### config.mk
export PLATFORM = sky130hd
export DESIGN_NAME = count
export DESIGN_NICKNAME = d
export VERILOG_FILES = /design/src/rtl/count_pkg.sv /design/src/rtl/count_inc_seg.sv /design/src/rtl/count.sv
export SDC_FILE = /design/constraint.sdc
export NUM_CORES = 1
export LEC_CHECK = 0
export CORE_MARGIN = 2
export CORE_UTILIZATION = 46
export CTS_BUF_LIST = sky130_fd_sc_hd__clkbuf_8
export CTS_CLUSTER_DIAMETER = 120
export DETAILED_ROUTE_END_ITERATION = 6
export GPL_TIMING_DRIVEN = 0
export HOLD_SLACK_MARGIN = 0.12
export PLACE_DENSITY = 0.85
export SETUP_SLACK_MARGIN = 0.3
export SLEW_MARGIN = 25
export SYNTH_ARGS = -nofsm -noshare
export SYNTH_HDL_FRONTEND = slang
export SYNTH_SLANG_ARGS = --single-unit
### constraint.sdc
create_clock -name clk -period 2 [get_ports clk]
set_input_delay 0.4 -clock clk [delete_from_list [all_inputs] [get_ports clk]]
set_output_delay 0.4 -clock clk [all_outputs]
set_load 0.01 [all_outputs]
### src/rtl/count_pkg.sv
// Shared constants and helpers for the free-running counter and its consumers.
package count_pkg;

    localparam int SEG_W = 16;
    localparam int CNT_W = 32;

    typedef logic [CNT_W-1:0] cnt_t;

    // Number of SEG_W-bit incrementer slices needed to cover a counter of the given width.
    function automatic int nsegs(input int width);
        return (width + SEG_W - 1) / SEG_W;
    endfunction

endpackage

### src/rtl/count_inc_seg.sv
// One slice of the segmented incrementer: adds a carry-in to a W-bit slice of the count.
module count_inc_seg
    import count_pkg::*;
#(
    parameter int W = SEG_W
) (
    input  logic [W-1:0] i_a,
    input  logic         i_ci,
    output logic [W-1:0] o_sum,
    output logic         o_co
);

    assign {o_co, o_sum} = {1'b0, i_a} + {{W{1'b0}}, i_ci};

endmodule

### src/rtl/count.sv
// Free-running binary up-counter with async-assert / sync-release reset and a
// carry-chained incrementer built from SEG_W-bit slices.
module count
    import count_pkg::*;
#(
    parameter int               WIDTH   = CNT_W,
    parameter logic [WIDTH-1:0] RST_VAL = '0
) (
    input  logic             clk,
    input  logic             rstn,
    output logic [WIDTH-1:0] cnt
);

    localparam int NSEG = nsegs(WIDTH);

    logic [1:0]       r_rst_sync;
    logic [WIDTH-1:0] r_cnt;
    logic [WIDTH-1:0] w_next;
    logic [NSEG:0]    w_carry;
    logic             w_run;
    logic             w_unused_carry;

    // Reset asserts asynchronously but releases two edges later, so the first
    // counting edge never races against rstn rising.
    always_ff @(posedge clk or negedge rstn) begin
        if (!rstn) begin
            r_rst_sync <= 2'b00;
        end else begin
            r_rst_sync <= {r_rst_sync[0], 1'b1};
        end
    end

    assign w_run      = r_rst_sync[1];
    assign w_carry[0] = 1'b1;

    for (genvar g = 0; g < NSEG; g++) begin : g_seg
        localparam int LO = g * SEG_W;
        localparam int SW = ((WIDTH - LO) < SEG_W) ? (WIDTH - LO) : SEG_W;

        count_inc_seg #(
            .W(SW)
        ) u_seg (
            .i_a  (r_cnt[LO +: SW]),
            .i_ci (w_carry[g]),
            .o_sum(w_next[LO +: SW]),
            .o_co (w_carry[g+1])
        );
    end

    // Carry out of the top bit is dropped: the count wraps modulo 2^WIDTH.
    assign w_unused_carry = w_carry[NSEG];

    always_ff @(posedge clk or negedge rstn) begin
        if (!rstn) begin
            r_cnt <= RST_VAL;
        end else if (w_run) begin
            r_cnt <= w_next;
        end
    end

    assign cnt = r_cnt;

endmodule

==> qor.csv, run 1 <==
stage,metric,value,unit
cells_and_area,design area,2335,µm²
sta,RSZ-0062 raised after global routing,yes,
critical_path,CP startpoint kind,flop,
run_status,violated checks,setup timing,
placement,GPL Wtd Cong,0.7806,
yosys,Mean Syn Cell Area,12.58,µm²
global_routing,vias in the first global route,1108,
clocking,H-Tree Level Count,2,
yosys,Yosys top cell by area,dfrtp_1,
sta,Tcrit/Tclk final,100.3,%
power,Net Sw Frac,30.02,%
clocking,Worst-Skew Late Latency,300,ps
yosys,syn_nets,124,
die,die width,61.04,µm
clocking,Clock Tree Buf Depth,2,
sta,Max Slew Vio Count,0,
sta,fin crit period,2005,ps
clocking,Clock transition at path regs,70,ps
power,Clk pwr share,29.5,%
route,via count,1174,
critical_path,critical setup path kind,reg2reg,
power,Leak,1.231,nW
global_routing,GRT Overall Usage,20.74,%
worst_hold_path,Hold Path Class,reg2reg,
yosys,"flops & latches, synth",34,
route,DRC violation total after the first TritonRoute iteration,43,
job,Max Cap Viol,0,
route,DRT Pass-1 Iters,4,
cells_and_area,area occupied by multi-input gates,755.7,µm²
yosys,register area share after synthesis,56.86,%
cells_and_area,fillers,190,
power,total power,1.793,mW
yosys,xor/xnor share of the synthesized area,17.47,%
critical_path,CP Capture Type,flop,
critical_path,CP Max Fanout,4,
power,Pwr per Cell Area,768.0,nW/µm²
yosys,simple-gate share of the synthesized area,19.90,%
die,Die Ht,61.04,µm
clocking,CTS tree,done,
placement,port buffer count,33,
cells_and_area,area delta synth->final,56.02,%
yosys,Mapped Area,1496,µm²
clocking,cts bufs inserted,5,
clocking,CTS sink cnt,34,
cells_and_area,register area,865.8,µm²
global_routing,total grt overflow,0,
power,Int Pwr,1.255,mW
yosys,yosys warns,0,
global_routing,initial antenna violation count,0,
die,Rows,20,
critical_path,"Req. time, crit path",2180,ps
yosys,"top cells by area, synth","dfrtp_1, xnor2_1, xor2_1, nand4_1, nand2_1",
cells_and_area,layout cells sized above 1,38.38,%
route,vias per cell,5.127,
power,maximum VDD drop,741.0,µV
power,Comb pwr share,22.3,%
placement,DP Area,1923,µm²
cells_and_area,final net count,189,
yosys,adder-cell share of the synthesized area,2.508,%
sta,Setup Skew,9.101,ps
power,Psw,0.5382,mW
yosys,compound-cell area share of the yosys netlist,0,%
clocking,Clk Tree Root Cell,clkbuf_8,
yosys,cell count after synthesis,119,
die,Die ar.,3725,µm²
sta,post-route setup slack,-5.158,ps
route,routed wire length,3.907,mm
cells_and_area,Non-Filler Instances,229,
placement,dpl cells,197,
placement,Post-DP HPWL,2.111,mm
yosys,largest family of logic cells by synthesized area,simple AND/OR/NAND/NOR gates,
route,DRC,0,
sta,fmax,498.7,MHz
yosys,multiplexer share of the synthesized area,2.258,%
power,Reg power frac,48.2,%
die,# IOs,34,
yosys,synth unique cells,22,
sta,# setup viols final,1,
die,Starting Density,48.62,%
global_routing,largest net degree at the start of global routing,23,
route,routed len/inst,17.06,µm
die,Core Box Area,3078,µm²
sta,final hold vios,0,
critical_path,crit path DAT,2180,ps
global_routing,first-pass GRT wire length,5.333,mm
cells_and_area,number of inserted diodes,0,
yosys,share of the synthesized area in the top cell type,56.86,%
run_status,outcome,finished with violations,
route,ANT nets after route,0,
-- cell families after synthesis --
kind of cell             count (synthesis)
other                                    1
XOR/XNOR                                29
multiplexers                             3
flip-flops                              34
AND/OR/NAND/NOR                         47
buffers and inverters                    2
adder cells (fa/ha/maj)                  3
-- what timing repair did --
action                                  CTS  global route
resized for setup                        25            21
pin swaps                                13            15
endpoints found under the setup margin   24            31
buffers inserted                         10            13
hold buffers                              1             0
hold endpoints to repair                 12             0
-- routing by layer --
metal  track usage (%)  up-vias  share of wire (%)
li1                  -      536                  -
met1             25.14      587                 40
met2             32.83       41                 53
met3             7.773       10                4.7
met4             9.938        0                2.4
met5                 0        -                  0
-- worst paths after layout --
| check | start | endpoint | slack (ps) | cells past startpoint |
|---|---|---|---|---|
| worst max-delay path | cnt[8] | cnt[30] | -5 | 10 |
| worst max register to register | cnt[8] | cnt[30] | -5 | 10 |
| min in group asynchronous | rstn | cnt[24] | 540 | 2 |
| worst min register to register | r_rst_sync[0] | r_rst_sync[1] | 350 | 0 |
| max in group asynchronous | rstn | cnt[2] | 1040 | 3 |
| worst min-delay path | r_rst_sync[0] | r_rst_sync[1] | 350 | 0 |
-- layout by cell type, fill, tap and decap left out, types with 2 or more instances in the layout --
cell type        Yosys  routed
and3_1               4       3
and3_4               1       2
and4_4               0       2
buf_4                1      23
clkbuf_8             0       6
clkdlybuf4s50_1      0      18
dfrtp_1             34      22
dfrtp_2              0      12
dlygate4sd2_1        0       5
dlymetal6s2s_1       0       9
ha_4                 0       2
inv_1                1       2
mux2_2               3       2
nand2_1             11       8
nand2_2              0       2
nand3_1              8       5
nand3_4              0       3
nand4_1              8       8
nor2_1               4       3
nor2_2               2       2
nor3_4               2       2
xnor2_1             20      19
xor2_1               8       8
-- through the flow --
stage | utilization, % | hold slack (ps) | TNS (ps) | worst slack (ps)
2_1_floorplan | - | 104.4 | 0 | 17.97
6_report | 75.85 | 348.0 | -5.158 | -5.158
3_3_place_gp | 61.75 | 336.3 | -4103 | -210.0
4_1_cts | 70.57 | 350.4 | -81.25 | -28.89
3_5_place_dp | 62.48 | 327.5 | -1929 | -312.0
5_1_grt | 75.85 | 367.5 | -557.6 | -108.0
-- layout make-up --
type                    instances  area share, %
clock buffers                   6          3.537
clock inverters                 2         0.3751
inverters                       1         0.1608
well taps                      44          2.358
multi-input cells              83          32.37
repair buffers                 58          23.79
flip-flops and latches         34          37.08
plain buffers                   1         0.3215
-- power groups by stage --
stage	clock network, mW	registers, mW	logic (mW)
6_report	0.529	0.865	0.399
5_1_grt	0.569	0.875	0.430
4_1_cts	0.533	0.865	0.362
3_5_place_dp	0	0.889	0.341
3_3_place_gp	0	0.882	0.321
2_1_floorplan	0	0.905	0.131
-- synth_stat cells (all sizes together) --
library cell,number
buf,1
and3,5
mux2,3
nor4,1
conb,1
xor2,9
and4,3
dfrtp,34
nor3,2
xnor2,20
nand2b,1
nor2,6
inv,1
nand2,11
nand4,9
nand3,9
ha,3
-- flip-flops by register name, summed over array words and instances (netlist names) --
register,count
cnt,32
r_rst_sync,2
-- critical path: stages (launching register included) --
cell,delay [ps]
dfrtp_2,370
and4_4,250
nand3_4,90
nor4_4,230
ha_2,250
ha_4,150
nand3_4,70
nor2_4,120
buf_4,140
nand3_2,70
xnor2_1,140
(Power assumes the default switching activity.)
==> run 2: changes to the inputs <==
CORE_UTILIZATION = 45   (was 46)
PLACE_DENSITY = 0.84   (was 0.85)
REMOVE_ABC_BUFFERS = 1   (was default)
==> run 2 against run 1 <==
  * The flow still finishes with violations (setup timing)
  * Clock power rose by 22%
  * Die area up 2.1%
  * Global-route usage decreased by 0.74 points
  * Via count fell by 0.26%
  * Fmax is 3.2% lower
  * Critical path depth decreased by 2
  * Clock skew is 1.4 ps lower
  * First-iteration DRC count grew 2.3%
  * Setup slack got worse by 67 ps
  * Sequential power about the same
  * Flip-flop and latch count unchanged
  * Largest cell class unchanged
==> qor.csv, run 2 (synthesis results as in run 1) <==
stage,metric,value,unit,change
route,DRC,0,,unchanged
job,Max Cap Viol,0,,unchanged
clocking,CTS sink cnt,34,,unchanged
critical_path,WP buf/inv,0,,-1
power,Pwr per Cell Area,839.9,nW/µm²,+9.4%
placement,port buffer count,33,,unchanged
sta,Max Slew Vio Count,0,,unchanged
route,routed wire length,3.862,mm,-1.2%
sta,hold slack,364.4,ps,+16.48 ps
critical_path,worst-case reg-to-reg path depth,8,,-2
global_routing,total grt overflow,0,,unchanged
clocking,CTS tree,done,,
route,vias per cell,5.047,,-1.5%
sta,setup_tns,-210.9,ps,-205.8 ps
placement,GPL Wtd Cong,0.6869,,-12%
critical_path,crit path max-delay cell type,dfrtp_1,,
cells_and_area,"most common cell after layout, fill and taps aside",buf_4,,
route,via count,1171,,-0.26%
cells_and_area,"flip-flop count of the largest register, all copies and words added",32,,unchanged
sta,worst-margin pin slew,528.1,ps,
global_routing,initial antenna violation count,0,,unchanged
die,Starting Density,48.23,%,-0.39 points
power,maximum VDD drop,640.3,µV,-14%
global_routing,vias in the first global route,1118,,+0.90%
critical_path,critical setup path kind,reg2reg,,
worst_hold_path,hold depth,0,,unchanged
cells_and_area,post-layout util,76.25,%,+0.40 points
cells_and_area,"commonest non-fill, non-tap cells in the layout","buf_4, dfrtp_1, xnor2_1",,
critical_path,worst r2r dst,cnt[25],,
sta,Worst slew margin,64.80,%,
critical_path,family with the most delay on the worst path,simple AND/OR/NAND/NOR gates,,
run_status,violated checks,setup timing,,
route,DRT Pass-1 Iters,4,,unchanged
sta,# setup viols final,4,,+3
sta,post-route setup slack,-71.83,ps,-66.67 ps
critical_path,reg-to-reg critical path startpoint,cnt[8],,
run_status,outcome,finished with violations,,
critical_path,CP Capture Type,flop,,
sta,Tcrit/Tclk final,103.6,%,+3.3 points
global_routing,largest net degree at the start of global routing,21,,-8.7%
critical_path,largest stage delay on the critical path,360,ps,about the same
clocking,Worst-Skew Late Latency,290,ps,about the same
die,Core Box Area,3103,µm²,+0.81%
die,die width,61.67,µm,+1.0%
sta,RSZ-0062 raised after global routing,yes,,
die,Die ar.,3803,µm²,+2.1%
global_routing,first-pass GRT wire length,5.313,mm,-0.38%
worst_hold_path,hold path endpoint,r_rst_sync[1],,
cells_and_area,layout cells sized above 1,38.83,%,+0.45 points
power,total power,1.987,mW,+11%
critical_path,CP Max Fanout,3,,-1
cells_and_area,fillers,195,,+2.6%
clocking,Clk Tree Root Cell,clkbuf_8,,
die,# IOs,34,,unchanged
clocking,cts bufs inserted,5,,unchanged
clocking,Clock Tree Buf Depth,2,,unchanged
route,DRC violation total after the first TritonRoute iteration,44,,+2.3%
cells_and_area,final net count,193,,+2.1%
critical_path,"Req. time, crit path",2220,ps,+40 ps
power,Leak,1.236,nW,+0.41%
clocking,H-Tree Level Count,2,,unchanged
worst_hold_path,hold path startpoint,r_rst_sync[0],,
sta,Setup Skew,7.746,ps,-1.355 ps
critical_path,CP Cell Sequence,and4_4 -> nand3_4 -> nor4_4 -> ha_2 -> and3_4 -> and4_4 -> and3_4 -> xor2_2,,
clocking,Clock transition at path regs,70,ps,about the same
sta,fin crit period,2072,ps,+66.67 ps
route,routed len/inst,16.65,µm,-2.4%
worst_hold_path,Hold Path Class,reg2reg,,
sta,fmax,482.7,MHz,-3.2%
global_routing,GRT Overall Usage,20.00,%,-0.74 points
placement,Post-DP HPWL,2.116,mm,+0.26%
route,ANT nets after route,0,,unchanged
sta,final hold vios,0,,unchanged
die,Die Ht,61.67,µm,+1.0%
cells_and_area,area delta synth->final,58.11,%,
critical_path,crit path DAT,2290,ps,+110 ps
die,Rows,20,,unchanged
critical_path,Reg2Reg Setup Slack,-70,ps,-70 ps
cells_and_area,number of inserted diodes,0,,unchanged
critical_path,CP startpoint kind,flop,,
## run 2: area by class of cell
cell class | count | area, µm² | share of cell area, %
multi-input cells | 83 | 744.5 | 31.46
inverters | 1 | 3.754 | 0.1586
repair buffers | 63 | 586.8 | 24.80
clock buffers | 6 | 82.58 | 3.490
clock inverters | 1 | 30.03 | 1.269
well taps | 44 | 55.05 | 2.327
flip-flops and latches | 34 | 863.3 | 36.49
## run 2: worst max-delay path by stage
| stage | from | endpoint | slack, ps | depth (start not counted) |
|---|---|---|---|---|
| finish | cnt[8] | cnt[25] | -70 | 8 |
| floorplan | cnt[8] | cnt[26] | -30 | 9 |
| detailed placement | cnt[8] | cnt[31] | -410 | 8 |
| global placement | cnt[8] | cnt[26] | -260 | 9 |
| CTS | cnt[1] | cnt[25] | -70 | 8 |
| global route | cnt[8] | cnt[25] | -170 | 8 |
## run 2: what timing repair did
action | in CTS | in global routing
endpoints found under the setup margin | 22 | 31
setup buffers | 9 | 19
gates resized for setup | 29 | 20
hold buffers | 1 | 0
hold endpoints to repair | 14 | 0
pin swaps | 9 | 7
## run 2: report_power, final
group	switching [mW]	leakage [nW]	internal (mW)
Clock	0.244	0.0573	0.399
Combinational	0.213	0.734	0.266
Sequential	0.0998	0.445	0.766
## run 2: per-stage QoR
| step | instances | worst slack (ps) | instance area [µm²] |
|---|---|---|---|
| floorplan | 118 | -32.60 | 1489 |
| global placement | 195 | -261.6 | 1874 |
| detailed placement | 196 | -406.9 | 1897 |
| CTS | 213 | -70.96 | 2166 |
| global route | 232 | -168.8 | 2366 |
| finish | 232 | -71.83 | 2366 |
## run 2: layer usage
metal / track usage [%] / vias to the layer above / wire [µm]
met5: 0 / - / 0
met3: 6.933 / 9 / 129
met2: 31.88 / 33 / 2023
met4: 7.295 / 0 / 78
li1: - / 545 / -
met1: 25.31 / 584 / 1631
